<file path="src/rtl/ex_hazard_ctrl_pkg.sv">
// Shared types and constants for the execute-stage hazard controller.
package ex_ctrl_pkg;

    typedef enum logic [1:0] {
        RUN      = 2'd0,
        LU_STALL = 2'd1,
        CALL_SEQ = 2'd2
    } state_t;

    localparam logic [1:0] FWD_RF    = 2'b00;
    localparam logic [1:0] FWD_EXMEM = 2'b01;
    localparam logic [1:0] FWD_MEMWB = 2'b10;

    localparam logic [4:0] SP_ADDR = 5'h1B;

    // The instruction now in EX is the youngest producer, so its result wins over MEM.
    function automatic logic [1:0] fwd_pick(input logic ex_hit, input logic mem_hit);
        if (ex_hit)
            return FWD_EXMEM;
        else if (mem_hit)
            return FWD_MEMWB;
        else
            return FWD_RF;
    endfunction

endpackage

</file>
<file path="src/rtl/ex_hazard_ctrl_if.sv">
// Bundle between the pipeline datapath (master) and the hazard controller (slave).
interface ex_hazard_ctrl_if #(
    parameter int RA_W = 5
);
    logic            id_valid;
    logic [RA_W-1:0] id_rs1;
    logic [RA_W-1:0] id_rs2;
    logic            id_use1;
    logic            id_use2;
    logic            id_call_ret;
    logic [RA_W-1:0] ex_dest;
    logic            ex_regwrite;
    logic            ex_memread;
    logic [RA_W-1:0] mem_dest;
    logic            mem_regwrite;
    logic [RA_W-1:0] wb_dest;
    logic            wb_regwrite;
    logic            branch_taken;
    logic            stall_ifid;
    logic            flush_idex;
    logic            flush_ifid;
    logic [1:0]      fwd_sel1;
    logic [1:0]      fwd_sel2;
    logic            busy;

    modport master (
        output id_valid, id_rs1, id_rs2, id_use1, id_use2, id_call_ret,
        output ex_dest, ex_regwrite, ex_memread, mem_dest, mem_regwrite,
        output wb_dest, wb_regwrite, branch_taken,
        input  stall_ifid, flush_idex, flush_ifid, fwd_sel1, fwd_sel2, busy
    );

    modport slave (
        input  id_valid, id_rs1, id_rs2, id_use1, id_use2, id_call_ret,
        input  ex_dest, ex_regwrite, ex_memread, mem_dest, mem_regwrite,
        input  wb_dest, wb_regwrite, branch_taken,
        output stall_ifid, flush_idex, flush_ifid, fwd_sel1, fwd_sel2, busy
    );

endinterface

</file>
<file path="src/rtl/ex_src_match.sv">
// Compares one ID source register against the EX/MEM/WB writers.
// Build option EX_FWD_EN: produce a forward select and ignore the WB writer.
module ex_src_match
    import ex_ctrl_pkg::*;
#(
    parameter int RA_W = 5
) (
    input  logic            i_used,
    input  logic [RA_W-1:0] i_rs,
    input  logic [RA_W-1:0] i_ex_dest,
    input  logic            i_ex_regwrite,
    input  logic [RA_W-1:0] i_mem_dest,
    input  logic            i_mem_regwrite,
    input  logic [RA_W-1:0] i_wb_dest,
    input  logic            i_wb_regwrite,
    output logic            o_ex_hit,
    output logic            o_mem_hit,
    output logic            o_wb_hit,
    output logic [1:0]      o_fwd_sel
);

    logic w_live;

    // Register 0 is hard-wired, so it can never create a dependency.
    assign w_live    = i_used && (i_rs != '0);
    assign o_ex_hit  = w_live && i_ex_regwrite  && (i_ex_dest  == i_rs);
    assign o_mem_hit = w_live && i_mem_regwrite && (i_mem_dest == i_rs);

`ifdef EX_FWD_EN
    logic w_unused_wb;
    assign w_unused_wb = ^{i_wb_dest, i_wb_regwrite};
    assign o_wb_hit    = 1'b0;
    assign o_fwd_sel   = fwd_pick(o_ex_hit, o_mem_hit);
`else
    assign o_wb_hit  = w_live && i_wb_regwrite && (i_wb_dest == i_rs);
    assign o_fwd_sel = FWD_RF;
`endif

endmodule

</file>
<file path="src/rtl/ex_hazard_ctrl.sv">
// Execute-stage sequencer: load-use/RAW stalls, call/ret extra EX cycles, branch flushes, ALU forward selects.
// Build option EX_FWD_EN: forward from EX/MEM and MEM/WB; otherwise stall on every in-flight RAW hazard.
module ex_hazard_ctrl
    import ex_ctrl_pkg::*;
#(
    parameter int RA_W      = 5,
    parameter int SP_REG    = int'(SP_ADDR),
    parameter int CALL_XCYC = 1
) (
    input  logic            clk,
    input  logic            rst,
    ex_hazard_ctrl_if.slave bus
);

    localparam logic [1:0] XCYC = 2'(CALL_XCYC);

    if (CALL_XCYC < 1 || CALL_XCYC > 3 || SP_REG < 1 || SP_REG >= (1 << RA_W)) begin : g_bad_cfg
        $error("ex_hazard_ctrl: CALL_XCYC must be 1..3 and SP_REG a nonzero register index");
    end

    logic       w_ex_hit1, w_mem_hit1, w_wb_hit1;
    logic       w_ex_hit2, w_mem_hit2, w_wb_hit2;
    logic [1:0] w_fwd_sel1, w_fwd_sel2;

    ex_src_match #(.RA_W(RA_W)) u_src1 (
        .i_used         (bus.id_valid && bus.id_use1),
        .i_rs           (bus.id_rs1),
        .i_ex_dest      (bus.ex_dest),
        .i_ex_regwrite  (bus.ex_regwrite),
        .i_mem_dest     (bus.mem_dest),
        .i_mem_regwrite (bus.mem_regwrite),
        .i_wb_dest      (bus.wb_dest),
        .i_wb_regwrite  (bus.wb_regwrite),
        .o_ex_hit       (w_ex_hit1),
        .o_mem_hit      (w_mem_hit1),
        .o_wb_hit       (w_wb_hit1),
        .o_fwd_sel      (w_fwd_sel1)
    );

    ex_src_match #(.RA_W(RA_W)) u_src2 (
        .i_used         (bus.id_valid && bus.id_use2),
        .i_rs           (bus.id_rs2),
        .i_ex_dest      (bus.ex_dest),
        .i_ex_regwrite  (bus.ex_regwrite),
        .i_mem_dest     (bus.mem_dest),
        .i_mem_regwrite (bus.mem_regwrite),
        .i_wb_dest      (bus.wb_dest),
        .i_wb_regwrite  (bus.wb_regwrite),
        .o_ex_hit       (w_ex_hit2),
        .o_mem_hit      (w_mem_hit2),
        .o_wb_hit       (w_wb_hit2),
        .o_fwd_sel      (w_fwd_sel2)
    );

    state_t     r_state;
    logic [1:0] r_xcnt;
    logic [1:0] r_fwd_sel1, r_fwd_sel2;

    logic       w_load_use, w_raw_stall;
    logic       w_stall, w_flush_idex, w_flush_ifid;
    state_t     w_state_nxt;
    logic [1:0] w_xcnt_nxt;

    assign w_load_use = bus.id_valid && bus.ex_memread && (w_ex_hit1 || w_ex_hit2);

`ifdef EX_FWD_EN
    logic w_unused_hits;
    assign w_unused_hits = ^{w_mem_hit1, w_mem_hit2, w_wb_hit1, w_wb_hit2};
    assign w_raw_stall   = 1'b0;
`else
    assign w_raw_stall = w_ex_hit1 || w_mem_hit1 || w_wb_hit1 ||
                         w_ex_hit2 || w_mem_hit2 || w_wb_hit2;
`endif

    // Priority chain: reset, taken branch, load-use, call/ret sequence, plain RAW stall.
    always_comb begin
        w_stall      = 1'b0;
        w_flush_idex = 1'b0;
        w_flush_ifid = 1'b0;
        w_state_nxt  = RUN;
        w_xcnt_nxt   = '0;
        if (rst) begin
            w_state_nxt = RUN;
        end else if (bus.branch_taken) begin
            w_flush_ifid = 1'b1;
            w_flush_idex = 1'b1;
        end else if (w_load_use) begin
            w_stall      = 1'b1;
            w_flush_idex = 1'b1;
            w_state_nxt  = LU_STALL;
        end else if (r_state == CALL_SEQ) begin
            w_stall      = 1'b1;
            w_flush_idex = 1'b1;
            w_xcnt_nxt   = r_xcnt - 2'd1;
            w_state_nxt  = (r_xcnt <= 2'd1) ? RUN : CALL_SEQ;
        end else if (w_raw_stall) begin
            w_stall      = 1'b1;
            w_flush_idex = 1'b1;
        end else if (bus.id_valid && bus.id_call_ret) begin
            w_state_nxt = CALL_SEQ;
            w_xcnt_nxt  = XCYC;
        end
    end

    // Forward selects belong to the instruction entering EX, so they only move when ID advances.
    always_ff @(posedge clk) begin
        if (rst) begin
            r_state    <= RUN;
            r_xcnt     <= '0;
            r_fwd_sel1 <= FWD_RF;
            r_fwd_sel2 <= FWD_RF;
        end else begin
            r_state <= w_state_nxt;
            r_xcnt  <= w_xcnt_nxt;
            if (w_flush_idex) begin
                r_fwd_sel1 <= FWD_RF;
                r_fwd_sel2 <= FWD_RF;
            end else if (!w_stall) begin
                r_fwd_sel1 <= w_fwd_sel1;
                r_fwd_sel2 <= w_fwd_sel2;
            end
        end
    end

    assign bus.stall_ifid = w_stall;
    assign bus.flush_idex = w_flush_idex;
    assign bus.flush_ifid = w_flush_ifid;
    assign bus.fwd_sel1   = r_fwd_sel1;
    assign bus.fwd_sel2   = r_fwd_sel2;
    assign bus.busy       = (r_state != RUN);

endmodule

</file>
<file path="src/flat_wrapper.sv">
// flat-port wrapper written by rule: the top's interface ports become plain ports
module ex_hazard_ctrl_flat import ex_ctrl_pkg::*;
#(
    parameter int RA_W      = 5,
    parameter int SP_REG    = int'(SP_ADDR),
    parameter int CALL_XCYC = 1
)
  (clk, rst, bus_id_valid, bus_id_rs1, bus_id_rs2, bus_id_use1, bus_id_use2, bus_id_call_ret, bus_ex_dest, bus_ex_regwrite, bus_ex_memread, bus_mem_dest, bus_mem_regwrite, bus_wb_dest, bus_wb_regwrite, bus_branch_taken, bus_stall_ifid, bus_flush_idex, bus_flush_ifid, bus_fwd_sel1, bus_fwd_sel2, bus_busy);
  ex_hazard_ctrl_if #(.RA_W(RA_W)) bus_i ();
  input  logic clk;
  input  logic rst;
  input wire logic [$bits(bus_i.id_valid)-1:0] bus_id_valid;
  input wire logic [$bits(bus_i.id_rs1)-1:0] bus_id_rs1;
  input wire logic [$bits(bus_i.id_rs2)-1:0] bus_id_rs2;
  input wire logic [$bits(bus_i.id_use1)-1:0] bus_id_use1;
  input wire logic [$bits(bus_i.id_use2)-1:0] bus_id_use2;
  input wire logic [$bits(bus_i.id_call_ret)-1:0] bus_id_call_ret;
  input wire logic [$bits(bus_i.ex_dest)-1:0] bus_ex_dest;
  input wire logic [$bits(bus_i.ex_regwrite)-1:0] bus_ex_regwrite;
  input wire logic [$bits(bus_i.ex_memread)-1:0] bus_ex_memread;
  input wire logic [$bits(bus_i.mem_dest)-1:0] bus_mem_dest;
  input wire logic [$bits(bus_i.mem_regwrite)-1:0] bus_mem_regwrite;
  input wire logic [$bits(bus_i.wb_dest)-1:0] bus_wb_dest;
  input wire logic [$bits(bus_i.wb_regwrite)-1:0] bus_wb_regwrite;
  input wire logic [$bits(bus_i.branch_taken)-1:0] bus_branch_taken;
  output wire logic [$bits(bus_i.stall_ifid)-1:0] bus_stall_ifid;
  output wire logic [$bits(bus_i.flush_idex)-1:0] bus_flush_idex;
  output wire logic [$bits(bus_i.flush_ifid)-1:0] bus_flush_ifid;
  output wire logic [$bits(bus_i.fwd_sel1)-1:0] bus_fwd_sel1;
  output wire logic [$bits(bus_i.fwd_sel2)-1:0] bus_fwd_sel2;
  output wire logic [$bits(bus_i.busy)-1:0] bus_busy;
  assign bus_i.id_valid = bus_id_valid;
  assign bus_i.id_rs1 = bus_id_rs1;
  assign bus_i.id_rs2 = bus_id_rs2;
  assign bus_i.id_use1 = bus_id_use1;
  assign bus_i.id_use2 = bus_id_use2;
  assign bus_i.id_call_ret = bus_id_call_ret;
  assign bus_i.ex_dest = bus_ex_dest;
  assign bus_i.ex_regwrite = bus_ex_regwrite;
  assign bus_i.ex_memread = bus_ex_memread;
  assign bus_i.mem_dest = bus_mem_dest;
  assign bus_i.mem_regwrite = bus_mem_regwrite;
  assign bus_i.wb_dest = bus_wb_dest;
  assign bus_i.wb_regwrite = bus_wb_regwrite;
  assign bus_i.branch_taken = bus_branch_taken;
  assign bus_stall_ifid = bus_i.stall_ifid;
  assign bus_flush_idex = bus_i.flush_idex;
  assign bus_flush_ifid = bus_i.flush_ifid;
  assign bus_fwd_sel1 = bus_i.fwd_sel1;
  assign bus_fwd_sel2 = bus_i.fwd_sel2;
  assign bus_busy = bus_i.busy;
  ex_hazard_ctrl #(.RA_W(RA_W), .SP_REG(SP_REG), .CALL_XCYC(CALL_XCYC)) u_core (.clk(clk), .rst(rst), .bus(bus_i));
endmodule
</file>
<file path="config.mk">
export PLATFORM = sky130hd
export DESIGN_NAME = ex_hazard_ctrl_flat
export DESIGN_NICKNAME = d
export VERILOG_FILES = /design/src/rtl/ex_hazard_ctrl_pkg.sv /design/src/rtl/ex_hazard_ctrl_if.sv /design/src/rtl/ex_src_match.sv /design/src/rtl/ex_hazard_ctrl.sv /design/src/flat_wrapper.sv
export SDC_FILE = /design/constraint.sdc
export NUM_CORES = 1
export LEC_CHECK = 0
export BUFFER_PORTS_ARGS = -buffer_cell sky130_fd_sc_hd__buf_2
export CORE_MARGIN = 3
export CORE_UTILIZATION = 44
export DETAILED_ROUTE_END_ITERATION = 16
export PLACE_DENSITY = 0.88
export SETUP_SLACK_MARGIN = 0.4
export SLEW_MARGIN = 20
export SYNTH_ARGS = -nofsm -noshare
export SYNTH_HDL_FRONTEND = slang
export SYNTH_SLANG_ARGS = --single-unit
</file>
<file path="constraint.sdc">
create_clock -name clk -period 2.8 [get_ports clk]
set_input_delay 0.14 -clock clk [delete_from_list [all_inputs] [get_ports clk]]
set_output_delay 0.14 -clock clk [all_outputs]
set_load 0.02 [all_outputs]
</file>
After elaboration in Yosys (flattened, before gate mapping):

Index checks and enable logic that the tools add are counted.

* register bits after elaboration: 4
* output and inout bits: 8
* logic and storage cells: 59
* bits in read-only memories: 0
* memory bits (writable): 0
* input port bits: 36
* latch bits: 0
* memories: 0

* reductions and logical operators: 30
* bitwise operators: 0
* equal/unequal tests: 7
* shift operators: 0
* muxes and demuxes: 17
* div/mod/pow operators: 0
* multipliers: 0
* order comparisons: 1
* add/subtract/negate cells: 1

Operator list (number)
* == test 5 bit: 6
* logical AND 1 bit: 19
* 2-to-1 mux 2 bit: 6
* 2-to-1 mux 1 bit: 11
* nonzero test 5 bit: 2
* logical OR 1 bit: 6
* OR reduction 3 bit: 1
* == test 2 bit (second input constant): 1
* <= comparator 2 x 1 -> 1 bit (second input constant): 1
* nonzero test 2 bit: 1
* OR reduction 2 bit: 1
* subtractor 2 x 1 -> 2 bit (second input constant): 1

Logic depth before layout (Yosys ltp):

Gate-level depths: netlist of the first run.

* word-level depth: 14
* gate-level depth with buffers: 6
* gate-level depth less buffers: 6

Hierarchy:

Synthesis of the first run repeated with hierarchy kept, for this count alone.

* cell total of the unflattened synthesis: 95
* area, all modules: 773.2 sq um

Modules (own cells, without submodules)
* ex_src_match: cells an instance 29, sequential area each 0.0 sq um, area each 211.5 sq um, instances 2
* ex_hazard_ctrl: cells an instance 37, sequential area each 160.2 sq um, area each 350.3 sq um, instances 1

Least setup slack after synthesis of the first run:

No wires, ideal clock.

* path kind: input to output
* start point: in bus_id_rs2[0]
* end point: out bus_flush_idex
* slack: 1.070 ns
* arrival time: 1.590 ns
* stages: 5
* required time: 2.660 ns
* path buffers: 0
* cell sequence: or4_4 -> o21ai_2 -> o22ai_2 -> or3_1 -> o31a_1

* longest elaborated chain between the ends: 12
* elaborated cells between the ends (all ways): 21
* classes of those cells: eq/ne: 3; mux: 5; reduce/logical: 13

RTL lines
* start, declared: RTL line flat_wrapper.sv:14 `input wire logic [$bits(bus_i.id_rs2)-1:0] bus_id_rs2;`
* nonzero test 5 bit: RTL line ex_src_match.sv:25 `assign w_live = i_used && (i_rs != '0);`
* logical AND 1 bit: RTL line ex_src_match.sv:25
* logical AND 1 bit (2 in a row): RTL line ex_src_match.sv:26 `assign o_ex_hit = w_live && i_ex_regwrite && (i_ex_dest == i_rs);`
* logical OR 1 bit: RTL line ex_hazard_ctrl.sv:71 `assign w_raw_stall = w_ex_hit1 || w_mem_hit1 || w_wb_hit1 ||`
* logical OR 1 bit (2 in a row): RTL line ex_hazard_ctrl.sv:72 `w_ex_hit2 || w_mem_hit2 || w_wb_hit2;`
* 2-to-1 mux 1 bit: RTL line ex_hazard_ctrl.sv:96 `end else if (w_raw_stall) begin`
* 2-to-1 mux 1 bit: RTL line ex_hazard_ctrl.sv:91 `end else if (r_state == CALL_SEQ) begin`
* 2-to-1 mux 1 bit (*): RTL line ex_hazard_ctrl.sv:87 `end else if (w_load_use) begin`
* 2-to-1 mux 1 bit (*): RTL line ex_hazard_ctrl.sv:84 `end else if (bus.branch_taken) begin`
* 2-to-1 mux 1 bit (*): RTL line ex_hazard_ctrl.sv:82 `if (rst) begin`
* end, declared: RTL line flat_wrapper.sv:27 `output wire logic [$bits(bus_i.flush_idex)-1:0] bus_flush_idex;`

Every way passes the cells marked *; elsewhere a longest branch is shown, timed or not.

Final worst setup path of the first run:

Same ends and word-level chain as after synthesis.

==> results of run 1 <==
layout make-up:
| class | instances | area [um^2] | share of cell area |
|---|---|---|---|
| Clock buffer | 3 | 22.5 | 0.0259 |
| Timing Repair Buffer | 39 | 195 | 0.225 |
| Tap cell | 15 | 18.8 | 0.0216 |
| Multi-Input combinational cell | 74 | 544 | 0.627 |
| Inverter | 2 | 7.51 | 0.00865 |
| Sequential cell | 4 | 80.1 | 0.0922 |
logic make-up (layout without fill, tap and decap cells):
kind of cell               after synthesis  after routing  share of synthesized area
DFF                                      4              4                      0.123
buffers and inverters                    6             44                     0.0577
AOI/OAI and AO/OA                        9              9                      0.108
other                                    1              4                    0.00576
adders and majority gates                1              1                     0.0192
xor gates and xnor gates                30             30                      0.404
and+or+nand+nor                         30             30                      0.283
worst max-delay path, cell delays in order:
cell and delay (ps):
buf_2 130, or4_4 540, o21ai_2 160, o22ai_2 130
or3_1 340, o31a_1 280, buf_2 150
power groups by stage:
stage          clock network, uW  registers (uW)  logic [uW]
2_1_floorplan                  0            59.6        56.9
3_3_place_gp                   0            59.7         101
3_5_place_dp                   0            59.8         104
4_1_cts                     74.5            58.9         104
5_1_grt                     79.5            58.9         115
6_report                    71.6            58.9         104
final timing paths:
path                                   startpoint                 to  cells past startpoint
worst max-delay path                bus_id_rs2[0]     bus_flush_idex                      7
worst min-delay path               bus_ex_memread  u_core.r_state[0]                      2
worst max register to register  u_core.r_state[1]  u_core.r_state[1]                      4
worst min register to register   u_core.r_xcnt[1]  u_core.r_state[1]                      2
Yosys cell counts, types with 2 or more instances:
cell and count:
inv_1 2, dfxtp_1 4, nand3_1 5, or4_4 2, a21boi_1 2, nand4_1 2, nor4_1 6, a21oi_1 2
buf_4 4, xor2_1 24, nor2_1 2, xnor2_1 6, nand3b_1 2, nand2_1 2, nor2b_1 2
flip-flops by register name (all words and copies together), names as in the netlist:
signal,count
u_core.r_xcnt,2
u_core.r_state,2
per-stage QoR:
step / total power, uW / hold slack, ps / cells / cell area (um^2) / util
final: 234 / 165 / 137 / 868 / 0.643
after global routing: 253 / 160 / 137 / 868 / 0.643
after CTS: 238 / 157 / 137 / 868 / 0.643
after detailed placement: 164 / 403 / 134 / 846 / 0.627
after floorplan: 117 / 307 / 84 / 662 / -
after global placement: 160 / 408 / 134 / 846 / 0.627
routing by layer:
| metal | global-route usage | routed length [um] | vias to the layer above |
|---|---|---|---|
| met5 | 0 | 0 | - |
| met4 | 0.0542 | 11 | 0 |
| met3 | 0.0285 | 126 | 2 |
| met2 | 0.375 | 928 | 29 |
| met1 | 0.197 | 620 | 308 |
| li1 | - | - | 360 |
==> metrics.yaml, run 1 <==
status:
  status: "finished, final reports clean"
place:
  gp_congestion: 0.840
  port-buffer-count: 39
  hpwl_mm: 1.54
  place_ws_ps: 791
floorplanning:
  die_x_um: 44.5
  die_h_um: 44.5
  rows: 13
  core-area_um2: 1350
  die_area_um2: 1980
  start_util: 0.482
  io_pins: 44
sta:
  post-route-period-util: 0.718
  fin_ws_ps: 789
  setup_viol: 0
  fin_setup_tns_ps: 0
  hold_viol: 0
  rsz0062_at_grt: "false"
  fmax_ghz: 0.497
  finClkSkew_ps: 1.85
  slew_violations: 0
  fin_crit_ps: 2010
pwr:
  swShare: 0.339
  cell_internal_pwr_uw: 155
  clkPwrFrac: 0.306
  sequentialPowerShare: 0.252
  p_leak_uw: 0.000421
  ir_drop_mv: 0.109
  switchingPower_uw: 79.4
  power.density_nw_per_um2: 270
  p_comb_frac: 0.443
detailed_routing:
  vias: 699
  ant_nets: 0
  wl_mm: 1.69
  wl_per_cell_um: 12.3
  drt_iter0_markers: 4
  drc: 0
  routed_via_density: 5.10
  dr.pass1.iters: 4
clock_network:
  clock-sinks: 4
  ctsHtreeMaxLevel: 1
  cts_buffers: 3
  cts_setup_buffers: 0
  path_clk_slew_ps: 40
  clockBufferDepth: 2
  cts_tree: "built"
  clk_latency_ps: 230
  ctsHoldBuffers: 0
  cts_resized: 0
  root_buffer: "clkbuf_4"
synthesis:
  seq_area_frac_synth: 0.123
  synth-main-ff-cell: "dfxtp_1"
  synth_top_cell_by_area: "xor2_1"
  synth.area.top_cells: "xor2_1 32%, dfxtp_1 12%, xnor2_1 8.1%"
  syn_avg_cell_area_um2: 8.03
  netlist.area_leader.share: 0.323
  syn_inst: 81
  synth-seq-cells: 4
  yosys_warnings: 0
  synth_area_um2: 651
  synth_edf_count: 0
  synthDistinctLibCells: 29
  ys_async_sr_fraction: 0
worst_setup_path:
  crit_type: "input port to output port"
  crit_fanout: 4
  critical_path_arrival_ps: 1870
  worst_ep_required_time_ps: 2660
  cp-start-kind: "input port"
  end_kind: "output port"
  rrSetupSlack_ps: 1540
global_route:
  grt_pass1_vias: 670
  grt_pass1_wl_mm: 2.77
  grt_antenna_before_repair: 0
  grt.total_usage: 0.188
  grt-ovfl-total: 0
  grt_max_degree: 6
cells_and_area:
  final_nets: 161
  area_delta_synth_final_pct: 33.5
  fillCellCount: 131
  drive_gt1_frac: 0.393
  layout_common_cells: "39 x buf_2, 24 x xor2_1, 6 x nor4_1, 6 x xnor2_1, 5 x nand3_1"
  final_common_cell: "buf_2"
  antenna_cells: 0
job:
  drv_cap: 0
worst_hold_path:
  min_path_type: "input port to flop"
Note: power is estimated with default switching activity, not from simulation.
==> run 2: changes to the inputs <==
Settings changed: CORE_UTILIZATION 44 to 37, PLACE_DENSITY 0.88 to 0.79.
Clock period 2.8 ns to 1.8 ns, I/O delays scaled along.
==> run 2 against run 1 <==
Against the previous run: sequential share of layout area is 1.5 points lower; core utilization is 1.4 points higher; register-to-register slack worse by 1000 ps; clock power is 52% higher; critical path depth stayed put; critical path type unchanged; largest cell class unchanged.
==> metrics.yaml, run 2 (synthesized netlist as in run 1, its figures left out) <==
pwr:
  p_leak_uw: 0.000485  # was 0.000421 uW
  ir_drop_mv: 0.217  # was 0.109 mV
  power.density_nw_per_um2: 382  # was 270 nW/um^2
floorplanning:
  io_pins: 44  # unchanged
  core-area_um2: 1580  # was 1350 um^2
  start_util: 0.413  # was 0.482
  rows: 14  # was 13
  die_h_um: 47.9  # was 44.5 um
  die_x_um: 47.9  # was 44.5 um
  die_area_um2: 2300  # was 1980 um^2
sta:
  fmax_ghz: 0.559
  finClkSkew_ps: 0.419  # was 1.85 ps
  fin_crit_ps: 1790
  slew_violations: 0  # unchanged
  hold_viol: 0  # unchanged
  rsz0062_at_grt: "true"  # was false
  hold_slack_ps: 158  # was 165 ps
  setup_viol: 0  # unchanged
  fin_ws_ps: 10.7  # was 789 ps
  post-route-period-util: 0.994
place:
  hpwl_mm: 1.53  # was 1.54 mm
  gp_congestion: 0.812  # was 0.840
  place_ws_ps: -88.6  # was 791 ps
  dp_cells: 140  # was 134
  dpl_cell_area_um2: 886  # was 846 um^2
  port-buffer-count: 39  # unchanged
cells_and_area:
  final_nets: 170  # was 161
  drive_gt1_frac: 0.496  # was 0.393
  final_cells: 147  # was 137
  largestRegisters: "u_core.r_state (2), u_core.r_xcnt (2)"  # unchanged
  antenna_cells: 0  # unchanged
  layout_common_cells: "34 x buf_2, 23 x xor2_1, 9 x buf_6"  # was 39 x buf_2, 24 x xor2_1, 6 x nor4_1, 6 x xnor2_1, 5 x nand3_1
  area_delta_synth_final_pct: 59.2  # was 33.5%
  stdcell_area_um2: 1040  # was 868 um^2
  final_common_cell: "buf_2"  # unchanged
global_route:
  grt_pass1_wl_mm: 2.74  # was 2.77 mm
  grt.total_usage: 0.164  # was 0.188
  grt_pass1_vias: 707  # was 670
  grt_max_degree: 6  # unchanged
  grt_antenna_before_repair: 0  # unchanged
  grt-ovfl-total: 0  # unchanged
detailed_routing:
  routed_via_density: 5.04  # was 5.10
  wl_per_cell_um: 12.4  # was 12.3 um
  dr.pass1.iters: 4  # unchanged
  wl_met1_um: 678  # was 620 um
  wl_mm: 1.82  # was 1.69 mm
  vias: 741  # was 699
  wl_met3_um: 151  # was 126 um
  met2_wirelength_um: 990  # was 928 um
  route.top_layer_used: "met3"  # was met4
  drc: 0  # unchanged
  ant_nets: 0  # unchanged
  drt_iter0_markers: 8  # was 4
clock_network:
  clockBufferDepth: 2  # unchanged
  cts_tree: "built"  # unchanged
  ctsHoldBuffers: 0  # unchanged
  path_clk_slew_ps: 40  # about the same
  clock-sinks: 4  # unchanged
  cts_buffers: 3  # unchanged
  root_buffer: "clkbuf_4"  # unchanged
  ctsHtreeMaxLevel: 1  # unchanged
  clk_latency_ps: 230  # about the same
worst_hold_path:
  min_path_type: "input port to flop"  # unchanged
worst_setup_path:
  worst_ep_required_time_ps: 1710  # was 2660 ps
  cp-start-kind: "input port"  # unchanged
  crit_fanout: 2  # was 4
  end_kind: "output port"  # unchanged
  crit_type: "input port to output port"  # unchanged
  critical_path_arrival_ps: 1700  # was 1870 ps
status:
  status: "finished, final reports clean"  # unchanged
job:
  drv_cap: 0  # unchanged
run 2: cell count changes in the layout (fill, tap and decap cells not counted), moves of 2 or more:
cell,before,now
buf_6,0,9
nor4_1,6,4
a21boi_1,2,0
nor4_2,0,2
buf_4,0,5
a21boi_2,0,2
buf_2,39,34
run 2: area by class of cell:
| class | count | area (um^2) |
|---|---|---|
| fillers | 139 | 541 |
| flip-flops and latches | 4 | 80.1 |
| clock buffers | 3 | 22.5 |
| repair buffers | 48 | 309 |
| inverters | 2 | 7.51 |
| multi-input cells | 74 | 597 |
| well taps | 16 | 20.0 |
run 2: worst paths after layout:
path	startpoint	to	slack (ps)	cells after the start
worst max-delay path	bus_id_rs2[0]	bus_flush_idex	10	7
worst min-delay path	bus_ex_memread	u_core.r_state[0]	160	2
worst max register to register	u_core.r_state[1]	u_core.r_state[1]	530	4
worst min register to register	u_core.r_xcnt[1]	u_core.r_state[1]	490	2
run 2: where the power goes:
group / switching [uW] / leakage, uW / internal [uW] / total, uW
registers: 0.672 / 0.0000324 / 90.9 / 91.6
logic: 96.9 / 0.000439 / 98.0 / 195
clock network: 35.0 / 0.0000138 / 74.5 / 109
total: 133 / 0.000485 / 263 / 396
run 2: what timing repair did:
item | in CTS | in global routing
resized for setup | 10 | 11
pin swaps | 7 | 8
endpoints found under the setup margin | 5 | 5
buffers inserted | 1 | 3
run 2: through the flow:
step	TNS [ps]	utilization	total power (uW)
3_3_place_gp	-47.1	0.562	257
3_5_place_dp	-98.5	0.562	262
2_1_floorplan	0	-	182
4_1_cts	-12.8	0.606	385
5_1_grt	-28.3	0.657	428
6_report	0	0.657	396
run 2: metal layers:
metal,GRT usage,vias up
li1,-,374
met1,0.183,332
met2,0.311,35
met3,0.0150,0
met4,0.0645,0
met5,0,-
run 2: worst max-delay path, cell delays in order:
cell	delay, ps
buf_6	90
or4_4	530
o21ai_4	160
o22ai_2	100
or3_4	340
o31a_1	250
buf_6	130
==> run 3: changes to the inputs <==
Settings changed: PLACE_DENSITY 0.79 to 0.75.
==> run 3 against run 2 <==
Against the previous run: the flow now finishes with violations (negative setup slack); sequential power barely moved; count of clock-buffer cells in the layout did not move; clock power barely moved; combinational power is 6% lower; cell area down 6.8%; power decreased by 2.3%; worst setup slack worse by 15 ps; maximum frequency shrank 0.85%; critical path depth unchanged; flip-flop and latch count stayed put; largest power group unchanged.
==> metrics.yaml, run 3 (synthesized netlist as in run 1, its figures left out) <==
detailed_routing:
  vias: 758  # was 741
  wl_per_cell_um: 13.1  # was 12.4 um
  dr.pass1.iters: 4  # unchanged
  drt_iter0_markers: 10  # was 8
  wl_mm: 1.88  # was 1.82 mm
  routed_via_density: 5.30  # was 5.04
  drc: 0  # unchanged
  ant_nets: 0  # unchanged
worst_setup_path:
  worst_ep_required_time_ps: 1710  # about the same
  crit_fanout: 2  # unchanged
  cp-start-kind: "input port"  # unchanged
  crit_type: "input port to output port"  # unchanged
  critical_path_arrival_ps: 1710  # was 1700 ps
  end_kind: "output port"  # unchanged
sta:
  finClkSkew_ps: 1.85  # was 0.419 ps
  fin_crit_ps: 1800  # was 1790 ps
  hold_viol: 0  # unchanged
  post-route-period-util: 1.00  # was 0.994
  slew_violations: 0  # unchanged
  setup_viol: 1  # was 0
  fin_setup_tns_ps: -4.72  # was 0 ps
  fin_ws_ps: -4.72  # was 10.7 ps
  rsz0062_at_grt: "true"  # unchanged
  fmax_ghz: 0.554  # was 0.559 GHz
global_route:
  grt_max_degree: 6  # unchanged
  grt-ovfl-total: 0  # unchanged
  grt.total_usage: 0.176  # was 0.164
  grt_pass1_wl_mm: 2.86  # was 2.74 mm
  grt_antenna_before_repair: 0  # unchanged
  grt_pass1_vias: 748  # was 707
pwr:
  ir_drop_mv: 0.176  # was 0.217 mV
  power.density_nw_per_um2: 401  # was 382 nW/um^2
  total_power_uw: 387  # was 396 uW
  p_leak_uw: 0.000457  # was 0.000485 uW
clock_network:
  path_clk_slew_ps: 40  # about the same
  ctsHoldBuffers: 0  # unchanged
  cts_buffers: 3  # unchanged
  ctsHtreeMaxLevel: 1  # unchanged
  clk_latency_ps: 240  # was 230 ps
  cts_setup_buffers: 0  # was 1
  cts_tree: "built"  # unchanged
  clock-sinks: 4  # unchanged
  root_buffer: "clkbuf_4"  # unchanged
  clockBufferDepth: 2  # unchanged
place:
  place_ws_ps: -45.9  # was -88.6 ps
  hpwl_mm: 1.60  # was 1.53 mm
  dp_cells: 140  # unchanged
  gp_congestion: 0.845  # was 0.812
  port-buffer-count: 39  # unchanged
status:
  status: "finished, violations left"  # was finished, final reports clean
  violations: "negative setup slack"
cells_and_area:
  area_delta_synth_final_pct: 48.5  # was 59.2%
  layout_common_cells: "35 x buf_2, 24 x xor2_1, 6 x xnor2_1"  # was 34 x buf_2, 23 x xor2_1, 9 x buf_6
  final_cells: 143  # was 147
  largestRegisters: "u_core.r_state (2), u_core.r_xcnt (2)"  # unchanged
  final_common_cell: "buf_2"  # unchanged
  post-route-util: 0.613  # was 0.657
  fillCellCount: 153  # was 139
  final_nets: 166  # was 170
  antenna_cells: 0  # unchanged
  drive_gt1_frac: 0.457  # was 0.496
floorplanning:
  die_area_um2: 2300  # unchanged
  io_pins: 44  # unchanged
  die_x_um: 47.9  # unchanged
  die_h_um: 47.9  # unchanged
  rows: 14  # unchanged
  core-area_um2: 1580  # unchanged
  start_util: 0.413  # unchanged
job:
  drv_cap: 0  # unchanged
worst_hold_path:
  min_path_type: "input port to flop"  # unchanged
## run 3: metal layers
metal | GRT usage | up-vias | part of all wire
li1 | - | 371 | -
met1 | 0.181 | 350 | 0.35
met2 | 0.332 | 34 | 0.56
met3 | 0.0188 | 3 | 0.071
met4 | 0.108 | 0 | 0.014
met5 | 0 | - | 0
## run 3: layout make-up
class | count | area [um^2] | share of cell area
repair buffers | 44 | 258 | 0.267
well taps | 16 | 20.0 | 0.0207
inverters | 2 | 7.51 | 0.00777
flip-flops and latches | 4 | 80.1 | 0.0829
clock buffers | 3 | 22.5 | 0.0233
multi-input cells | 74 | 578 | 0.598
## run 3: path summary, 6_finish.rpt
check                                       start                end  slack [ps]  cells past startpoint
worst max-delay path                bus_id_rs2[3]     bus_flush_idex          -5                      7
worst min-delay path               bus_ex_memread  u_core.r_state[0]         160                      2
worst max register to register  u_core.r_state[1]   u_core.r_xcnt[0]         450                      4
worst min register to register   u_core.r_xcnt[1]  u_core.r_state[1]         510                      2
## run 3: what timing repair did
| item | 4_1_cts | 5_1_grt |
|---|---|---|
| pin swaps | 9 | 4 |
| setup endpoints to repair | 5 | 5 |
| gates resized for setup | 6 | 7 |
## run 3: through the flow
step	hold slack, ps	cell area [um^2]
2_1_floorplan	257	663
3_3_place_gp	354	886
3_5_place_dp	355	886
4_1_cts	111	927
5_1_grt	155	966
6_report	157	966
## run 3: critical path, stage by stage
cell     delay, ps
buf_6           90
or4_4          540
o21ai_4        150
o22ai_2         90
or3_1          360
o31a_1         260
buf_6          130
## run 3: report_power, final
group	switching (uW)	internal [uW]	total, uW
clock	36.7	74.6	111
sequential	0.688	90.9	91.6
combinational	94.4	89.7	184
total	132	255	387
